[config.mk]
export PLATFORM = sky130hd
export DESIGN_NAME = decode_stage_nw
export DESIGN_NICKNAME = d
export VERILOG_FILES = /design/src/rtl/decode_pkg.sv /design/src/rtl/decode_lane.sv /design/src/rtl/decode_stage_nw.sv
export SDC_FILE = /design/constraint.sdc
export NUM_CORES = 1
export LEC_CHECK = 0
export CORE_UTILIZATION = 35
export CTS_CLUSTER_DIAMETER = 60
export DETAILED_ROUTE_END_ITERATION = 7
export PLACE_DENSITY = 0.65
export SYNTH_ARGS = -nofsm -noshare
export SYNTH_HDL_FRONTEND = slang
export SYNTH_SLANG_ARGS = --single-unit
[constraint.sdc]
create_clock -name clk -period 22.7 [get_ports clk]
set_clock_uncertainty 0.2 [all_clocks]
set_input_delay 3.405 -clock clk [delete_from_list [all_inputs] [get_ports clk]]
set_output_delay 3.405 -clock clk [all_outputs]
set_load 0.05 [all_outputs]
[src/rtl/decode_pkg.sv]
// Shared opcode constants, instruction field positions and the per-lane decode record
// used by the decode_stage_nw slice.
package decode_pkg;

   localparam logic [6:0] OP_R     = 7'b0110011;
   localparam logic [6:0] OP_I     = 7'b0010011;
   localparam logic [6:0] OP_LOAD  = 7'b0000011;
   localparam logic [6:0] OP_STORE = 7'b0100011;

   localparam int OPC_LSB = 0;
   localparam int RD_LSB  = 7;
   localparam int F3_LSB  = 12;
   localparam int RS1_LSB = 15;
   localparam int RS2_LSB = 20;
   localparam int F7_LSB  = 25;

   localparam int OPC_W = 7;
   localparam int REG_W = 5;
   localparam int F3_W  = 3;
   localparam int F7_W  = 7;

   typedef struct packed {
      logic [OPC_W-1:0] opcode;
      logic [F3_W-1:0]  func3;
      logic [F7_W-1:0]  func7;
      logic [REG_W-1:0] rs1;
      logic [REG_W-1:0] rs2;
      logic [REG_W-1:0] rd;
      logic             illegal;
   } lane_dec_t;

   function automatic logic is_supported(input logic [OPC_W-1:0] op);
      return (op == OP_R) || (op == OP_I) || (op == OP_LOAD) || (op == OP_STORE);
   endfunction

endpackage

[src/rtl/decode_lane.sv]
// Combinational single-lane field split and illegal-opcode detection.
// DECODE_IMM_EN adds the sign-extended immediate output.
module decode_lane
   import decode_pkg::*;
#(
   parameter int XLEN = 32
) (
   input  logic [XLEN-1:0] instr,
   input  logic            lane_vld,
   output lane_dec_t       dec,
`ifdef DECODE_IMM_EN
   output logic [XLEN-1:0] imm,
`endif
   output logic [XLEN-1:0] instr_o
);

   // NOTE: every output gets a default before the conditional so no latch is inferred.
   always_comb begin
      dec     = '0;
      instr_o = '0;
      if (lane_vld) begin
         dec.opcode  = instr[OPC_LSB +: OPC_W];
         dec.rd      = instr[RD_LSB  +: REG_W];
         dec.func3   = instr[F3_LSB  +: F3_W];
         dec.rs1     = instr[RS1_LSB +: REG_W];
         dec.rs2     = instr[RS2_LSB +: REG_W];
         dec.func7   = instr[F7_LSB  +: F7_W];
         dec.illegal = !is_supported(instr[OPC_LSB +: OPC_W]);
         instr_o     = instr;
      end
   end

`ifdef DECODE_IMM_EN
   always_comb begin
      imm = '0;
      if (lane_vld) begin
         case (instr[OPC_LSB +: OPC_W])
            OP_I, OP_LOAD: imm = {{(XLEN-12){instr[31]}}, instr[31:20]};
            OP_STORE:      imm = {{(XLEN-12){instr[31]}}, instr[31:25], instr[11:7]};
            default:       imm = '0;
         endcase
      end
   end
`endif

endmodule

[src/rtl/decode_stage_nw.sv]
// Registered N-wide decode stage: per-lane decode, output register plus 2-entry skid
// buffer behind a registered valid/ready handshake. DECODE_IMM_EN adds imm_o.
module decode_stage_nw
   import decode_pkg::*;
#(
   parameter int ISSUE_W = 2,
   parameter int XLEN    = 32,
   parameter int PC_W    = 7,
   parameter int CNT_W   = 32
) (
   input  logic                    clk,
   input  logic                    rst,
   input  logic                    flush_i,
   input  logic                    in_valid,
   output logic                    in_ready,
   input  logic [ISSUE_W*XLEN-1:0] instr_i,
   input  logic [ISSUE_W*PC_W-1:0] pc_i,
   input  logic [ISSUE_W-1:0]      lane_vld_i,
   input  logic [CNT_W-1:0]        c_i,
   output logic                    out_valid,
   input  logic                    out_ready,
   output logic [ISSUE_W*7-1:0]    opcode_o,
   output logic [ISSUE_W*3-1:0]    func3_o,
   output logic [ISSUE_W*7-1:0]    func7_o,
   output logic [ISSUE_W*5-1:0]    rs1_o,
   output logic [ISSUE_W*5-1:0]    rs2_o,
   output logic [ISSUE_W*5-1:0]    rd_o,
   output logic [ISSUE_W*XLEN-1:0] instr_o,
   output logic [ISSUE_W*PC_W-1:0] pc_o,
   output logic [ISSUE_W-1:0]      lane_vld_o,
   output logic [ISSUE_W-1:0]      illegal_o,
`ifdef DECODE_IMM_EN
   output logic [ISSUE_W*XLEN-1:0] imm_o,
`endif
   output logic [CNT_W-1:0]        c_o
);

   typedef struct packed {
      logic [ISSUE_W*7-1:0]    opcode;
      logic [ISSUE_W*3-1:0]    func3;
      logic [ISSUE_W*7-1:0]    func7;
      logic [ISSUE_W*5-1:0]    rs1;
      logic [ISSUE_W*5-1:0]    rs2;
      logic [ISSUE_W*5-1:0]    rd;
      logic [ISSUE_W*XLEN-1:0] instr;
      logic [ISSUE_W*PC_W-1:0] pc;
      logic [ISSUE_W-1:0]      lane_vld;
      logic [ISSUE_W-1:0]      illegal;
`ifdef DECODE_IMM_EN
      logic [ISSUE_W*XLEN-1:0] imm;
`endif
      logic [CNT_W-1:0]        c;
   } bundle_t;

   lane_dec_t        dec       [ISSUE_W];
   logic [XLEN-1:0]  lane_inst [ISSUE_W];
`ifdef DECODE_IMM_EN
   logic [XLEN-1:0]  lane_imm  [ISSUE_W];
`endif

   for (genvar k = 0; k < ISSUE_W; k++) begin : g_lane
      decode_lane #(.XLEN(XLEN)) u_lane (
         .instr    (instr_i[k*XLEN +: XLEN]),
         .lane_vld (lane_vld_i[k]),
         .dec      (dec[k]),
`ifdef DECODE_IMM_EN
         .imm      (lane_imm[k]),
`endif
         .instr_o  (lane_inst[k])
      );
   end

   bundle_t in_bundle;

   always_comb begin
      in_bundle          = '0;
      in_bundle.pc       = pc_i;
      in_bundle.lane_vld = lane_vld_i;
      in_bundle.c        = c_i;
      for (int k = 0; k < ISSUE_W; k++) begin
         in_bundle.opcode[k*7 +: 7]       = dec[k].opcode;
         in_bundle.func3[k*3 +: 3]        = dec[k].func3;
         in_bundle.func7[k*7 +: 7]        = dec[k].func7;
         in_bundle.rs1[k*5 +: 5]          = dec[k].rs1;
         in_bundle.rs2[k*5 +: 5]          = dec[k].rs2;
         in_bundle.rd[k*5 +: 5]           = dec[k].rd;
         in_bundle.illegal[k]             = dec[k].illegal;
         in_bundle.instr[k*XLEN +: XLEN]  = lane_inst[k];
`ifdef DECODE_IMM_EN
         in_bundle.imm[k*XLEN +: XLEN]    = lane_imm[k];
`endif
      end
   end

   bundle_t    out_q;
   bundle_t    skid_q [2];
   logic [1:0] skid_cnt;
   logic [1:0] next_cnt;
   logic       accept;
   logic       out_load;

   always_comb begin
      accept   = in_valid && in_ready;
      out_load = !out_valid || out_ready;
      if (out_load)
         next_cnt = (skid_cnt == 2'd0) ? 2'd0 : skid_cnt - 2'd1 + {1'b0, accept};
      else
         next_cnt = skid_cnt + {1'b0, accept};
   end

   // NOTE: state registers use non-blocking assignments so every flop samples pre-edge values.
   always_ff @(posedge clk or posedge rst) begin
      if (rst) begin
         out_valid <= 1'b0;
         skid_cnt  <= 2'd0;
         in_ready  <= 1'b0;
         out_q     <= '0;
      end else if (flush_i) begin
         out_valid <= 1'b0;
         skid_cnt  <= 2'd0;
         in_ready  <= 1'b1;
      end else begin
         skid_cnt <= next_cnt;
         in_ready <= (next_cnt != 2'd2);
         if (out_load) begin
            if (skid_cnt != 2'd0) begin
               out_q     <= skid_q[0];
               out_valid <= 1'b1;
            end else if (accept) begin
               out_q     <= in_bundle;
               out_valid <= 1'b1;
            end else begin
               out_valid <= 1'b0;
            end
         end
      end
   end

   // NOTE: skid payload is not reset; skid_cnt alone decides which entries are meaningful.
   always_ff @(posedge clk) begin
      if (!flush_i) begin
         if (out_load && skid_cnt != 2'd0) begin
            if (skid_cnt == 2'd2)
               skid_q[0] <= skid_q[1];
            if (accept)
               skid_q[skid_cnt[1]] <= in_bundle;
         end else if (!out_load && accept) begin
            skid_q[skid_cnt[0]] <= in_bundle;
         end
      end
   end

   assign opcode_o   = out_q.opcode;
   assign func3_o    = out_q.func3;
   assign func7_o    = out_q.func7;
   assign rs1_o      = out_q.rs1;
   assign rs2_o      = out_q.rs2;
   assign rd_o       = out_q.rd;
   assign instr_o    = out_q.instr;
   assign pc_o       = out_q.pc;
   assign lane_vld_o = out_q.lane_vld;
   assign illegal_o  = out_q.illegal;
`ifdef DECODE_IMM_EN
   assign imm_o      = out_q.imm;
`endif
   assign c_o        = out_q.c;

endmodule

# --- Word level (Yosys, flattened, before mapping) ---
# Memory sizes are Yosys's and may differ from the RTL's.
# Cells that the tools add are included.
word_totals:
  reg_bits: 182
  input_bits: 117
  mem_count: 1
  ram_bits: 356
  elab_cells: 77
mem_list:
  columns: ["memory", "words", "width", "rd", "rd_clocked_by_memory_dff", "wr", "line_no", "source"]
  rows:
  - ["skid_q", 2, 178, 2, 0, 2, "decode_stage_nw.sv:96", "bundle_t skid_q [2];"]
op_classes:
  bitwise_logic: 1
  add_sub_neg: 3
  mux: 28
  n_reduce_logical: 20
  n_eq_ne: 10
ops:
  columns: ["operator", "n"]
  rows:
  - ["$mux W178", 3]
  - ["$reduce_or A178 Y1", 1]
  - ["$mux W33", 2]
  - ["$mux W32", 2]
  - ["$eq A7 B6 Y1 const B", 4]
  - ["$mux W1", 18]
  - ["$eq A7 B2 Y1 const B", 2]
  - ["$eq A7 B5 Y1 const B", 2]
  - ["$logic_or A1 B1 Y1", 7]
  - ["$mux W2", 3]
  - ["$reduce_bool A2 Y1", 3]
  - ["$add A2 B1 Y2", 2]
  - ["$logic_not A1 Y1", 4]
  - ["$logic_and A1 B1 Y1", 3]
  - ["$reduce_and A3 Y1", 1]
  - ["$eq A2 B2 Y1 const B", 1]
  - ["$logic_not A2 Y1", 1]
  - ["$ne A2 B2 Y1 const B", 1]
  - ["$sub A2 B1 Y2 const B", 1]
  - ["$not A1 Y1", 1]

# --- Longest topological paths before layout ---
logic_depth:
  depth_word: 10
  depth_mapped: 8
  ltp_nobuf: 7

# --- By module ---
# A second synthesis with hierarchy kept.
unflattened:
  cells_unflattened: 1716
  hier_area_um2: 23660.2
by_module_without_submodules:
  columns: ["mod", "cells_per_inst", "area_per_inst_um2", "instances"]
  rows:
  - ["decode_stage_nw", 1578, 22719.3, 1]
  - ["decode_lane", 69, 470.5, 2]

# --- Worst setup path before layout ---
# OpenSTA, ideal clock, no wires.
synth_path:
  kind: "input port to flip-flop"
  start: "input out_ready"
  end: "memory skid_q[1][0] (netlist name), enable pin"
  required_ns: 21.566
  setup_time_ns: 0.934
  arrival_time_ns: 15.732
  path_stages: 3
  path_slack_ns: 5.834
  path_cell_list: "nand2b_1 > mux2i_1 > nor3_1"
synth_rtl:
  columns: ["item", "line_no", "source"]
  rows:
  - ["start: declaration", "decode_stage_nw.sv:21", "input logic out_ready,"]
  - ["end: declaration", "decode_stage_nw.sv:96", null]

==> results.txt <==
----------------------------------------------------
[Setup path]
  Kind of launch point of the worst setup path ... input port
  CP cell instances ... clkdlybuf4s50_1 -> and3b_1 -> o21ai_4 -> buf_4 -> buf_4 -> buf_4 -> o21ai_0
  Highest cell delay on the worst timing path ... 1.00 ns
  Top fanout value on the critical path ... 117
  Worst path most repeated cell ... buf_4
  Data arrival time of the critical path ... roughly 7.6 ns
  Type of the worst setup path ... in2reg
  Endpoint class of the critical path ... register
  Data required time at the worst endpoint ... 22.83 ns
  Cell with the biggest individual delay on the critical path ... buf_4

[CTS]
  Inserted Clock Buffers ... 60
  Clock tree buffer depth ... 3
  Number of buffers inserted to repair setup after CTS ... 0
  Clk sinks ... 538
  Hold buffers post-CTS ... 0
  Clock latency of the later-clocked register in the worst-skew pair ... 0.63 ns
  Clock tree from TritonCTS ... built
  Maximum level of the CTS H-tree ... 2
  Post-cts resize count ... 0
  Clock Pin Slew Worst Setup and Hold Paths ... 0.06 ns
  Clock tree root driver cell ... clkbuf_16

[STA]
  Finish-stage setup viols ... 0
  Crit path time final ... 7.43 ns
  Max-slew violations ... 0
  Worst hold slack ... between 0.3 and 0.4 ns
  F_max ... 0.135 GHz
  Final setup TNS ... 0 ns
  Actual transition at the worst max-transition pin ... roughly 1.2 ns
  Count of final hold-check violations ... 0
  Tcrit/Tclk final ... around a third
  Slew headroom ... 19.8%
  Setup repair after global routing missed its margin ... false

[Place]
  Number of buffers added on ports ... 296
  Final GP Congestion ... roughly 0.81
  DP HPWL ... 35.5 mm

[Synth]
  Top flip-flop cell by instance count after synthesis ... edfxtp_1
  Top-area cell type share of the netlist area ... 46.8%
  Register bit total from synthesis ... 538
  Most frequent cell after synthesis ... edfxtp_1
  Mapped Nets ... 2063
  Combined area of all synthesized cells ... 22800 um2
  Async set-reset flop share out of synthesis ... 33.8%
  Cells after synthesis ... slightly below 2000
  Distinct cells, synth ... 32
  Sequential element share of the synthesized area ... 66.8%
  Main area contributors after synthesis ... edfxtp_1, dfrtp_1, nand2_1
  Number of warning messages in the yosys log ... 0
  Avg Inst Size Synth ... 11.7 um2
  EDFF count, synth ... ~360
  Leading area contributor after synthesis ... edfxtp_1
  List of most frequent post-synthesis cells ... edfxtp_1, nand2_1, o21ai_0

[Floorplan]
  Number of primary I/O pins ... 297
  Standard-cell row count ... 93
  Placeable core region ... 64500 um2
  Height of the die ... 257 um
  Initial core utilization ... 35.4%
  Area of the die ... 66300 um2
  Width of the die ... 257 um

[Detailed routing]
  Via-per-instance ratio ... roughly 5.2
  Avg WL per Cell ... 19.6 um
  Number of optimization iterations in the first detailed-route pass ... 7
  Vias after detailed routing ... 16004
  DRC Markers ... 0
  Count of antenna-violating nets left after detailed routing ... 0
  Number of violations reported at the end of detailed-routing iteration 0 ... 1265
  Total detailed-routing wirelength ... 60.1 mm

[Power]
  Combinational Power Share ... 22.8%
  Leakage component of the power ... 0.0105 uW
  Cell Int Power ... around 1900 uW
  Power density over the cells ... a little under 100 nW/um2
  Worst IR drop on VDD ... 0.0633 mV
  Psw ... approximately 880 uW
  Part of the total power dissipated in sequential elements ... 42.6%
  Net Sw Frac ... 31.8%
  Part of the total power dissipated in the clock network ... 34.5%

[Cells and area]
  Count of fill cells added during filler insertion ... 5921
  Final net count ... 2283
  Antenna cell count ... 0
  Sequential cell area ... 15200 um2
  Multi-input gate area ... just under 7000 um2
  Layout Area Growth over Synthesis ... 23.9%
  Fraction of final layout cells with drive strength greater than 1 ... 9.39%

[Flow run]
  Max-cap violations ... 0

[Worst hold path]
  Worst min-delay path category ... reg2reg

[Global routing]
  Overall global routing resource usage ... 18.0%
  First-pass GRT wire length ... 94.1 mm
  Initial antenna violation count ... 2
  Via count of the first global-routing pass ... 15878
  Maximum number of pins on one net before global-route repair ... 182
  Grt ovf ... 0

[Status]
  Outcome ... finished, final reports clean

----------------------------------------------------
area by class of cell:
cell class                 count  area share, %
sequential                   538           53.9
multi-input combinational   1246           24.4
timing repair buffer         315           11.0
clock buffer                  81           5.69
tap                          855           3.78
clock inverter                33           1.17
inverter                       3         0.0663
worst max-delay path, delay by kind of cell:
family | cells | cell delay, ns
and+or+nand+nor | 1 | 0.31
AOI/OAI and AO/OA | 2 | 0.27
buffers and inverters | 4 | 3.42
metal layers:
layer	part of all wire, %	vias up	track usage, %
met5	0.052	-	0
met4	1.7	4	3.99
met3	6.0	72	3.74
met2	47	498	29.2
met1	45	7905	24.9
li1	-	7525	-
power groups by stage:
| stage | clock, uW | combinational (uW) | sequential, uW |
|---|---|---|---|
| 2_1_floorplan | 0 | 157 | 1440 |
| 3_3_place_gp | 0 | 631 | 1200 |
| 3_5_place_dp | 0 | 637 | 1200 |
| 4_1_cts | 980 | 639 | 1180 |
| 5_1_grt | 1020 | 663 | 1190 |
| 6_report | 955 | 632 | 1180 |
cell families after synthesis:
| kind of cell | count (synthesis) | synth area share (%) |
|---|---|---|
| AND/OR/NAND/NOR | 520 | 8.70 |
| flip-flops | 538 | 66.8 |
| AO/OA/AOI/OAI | 626 | 16.3 |
| buffers and inverters | 160 | 3.32 |
| multiplexers | 98 | 4.82 |
| adder cells (fa/ha/maj) | 2 | 0.110 |
stage by stage:
step	utilization [%]	cell area, um2	power, uW	instances	setup slack (ns)
5_1_grt	43.9	28300	2870	3071	14.96
6_report	43.9	28300	2770	3071	15.27
4_1_cts	43.9	28300	2800	3071	15.31
3_5_place_dp	40.9	26400	1840	2957	14.64
3_3_place_gp	40.9	26400	1830	2957	14.83
2_1_floorplan	-	22800	1600	1944	5.83
cell usage in the layout (no fill, tap or decap), types with 3 or more instances in the layout:
master / Yosys / routed
clkdlybuf4s50_1: 0 / 294
dfrtp_1: 182 / 182
clkbuf_1: 64 / 18
o22ai_1: 48 / 48
clkinv_2: 0 / 10
mux2_2: 86 / 86
inv_6: 0 / 7
clkbuf_8: 0 / 3
bufinv_16: 0 / 4
o22a_1: 128 / 128
edfxtp_1: 356 / 356
nand2_1: 330 / 329
clkinv_1: 0 / 6
a21oi_1: 177 / 177
nor2_1: 179 / 177
mux2_1: 10 / 10
o21ai_1: 23 / 21
nor2_4: 0 / 3
buf_4: 9 / 17
a31oi_1: 3 / 3
o21ai_0: 239 / 239
clkbuf_16: 0 / 60
flip-flops by register name, indices dropped and copies added, names as in the netlist:
signal	cells
opcode_o	14
in_ready	1
func7_o	14
skid_cnt	2
lane_vld_o	2
illegal_o	2
out_valid	1
func3_o	6
c_o	32
instr_o	64
skid_q	356
rd_o	10
rs1_o	10
rs2_o	10
pc_o	14
worst paths after layout:
check                       startpoint        endpoint  slack (ns)  cells past startpoint
max in group asynchronous          rst     instr_o[58]       17.55                      3
max                            flush_i  skid_q[0][108]       15.27                      7
min                        opcode_o[3]     opcode_o[3]        0.30                      1
min in group asynchronous          rst        pc_o[11]        3.17                      2
min reg2reg                opcode_o[3]     opcode_o[3]        0.30                      1
max reg2reg                skid_cnt[1]  skid_q[0][108]       18.36                      6
No activity file was read; power rests on OpenSTA's default activity.
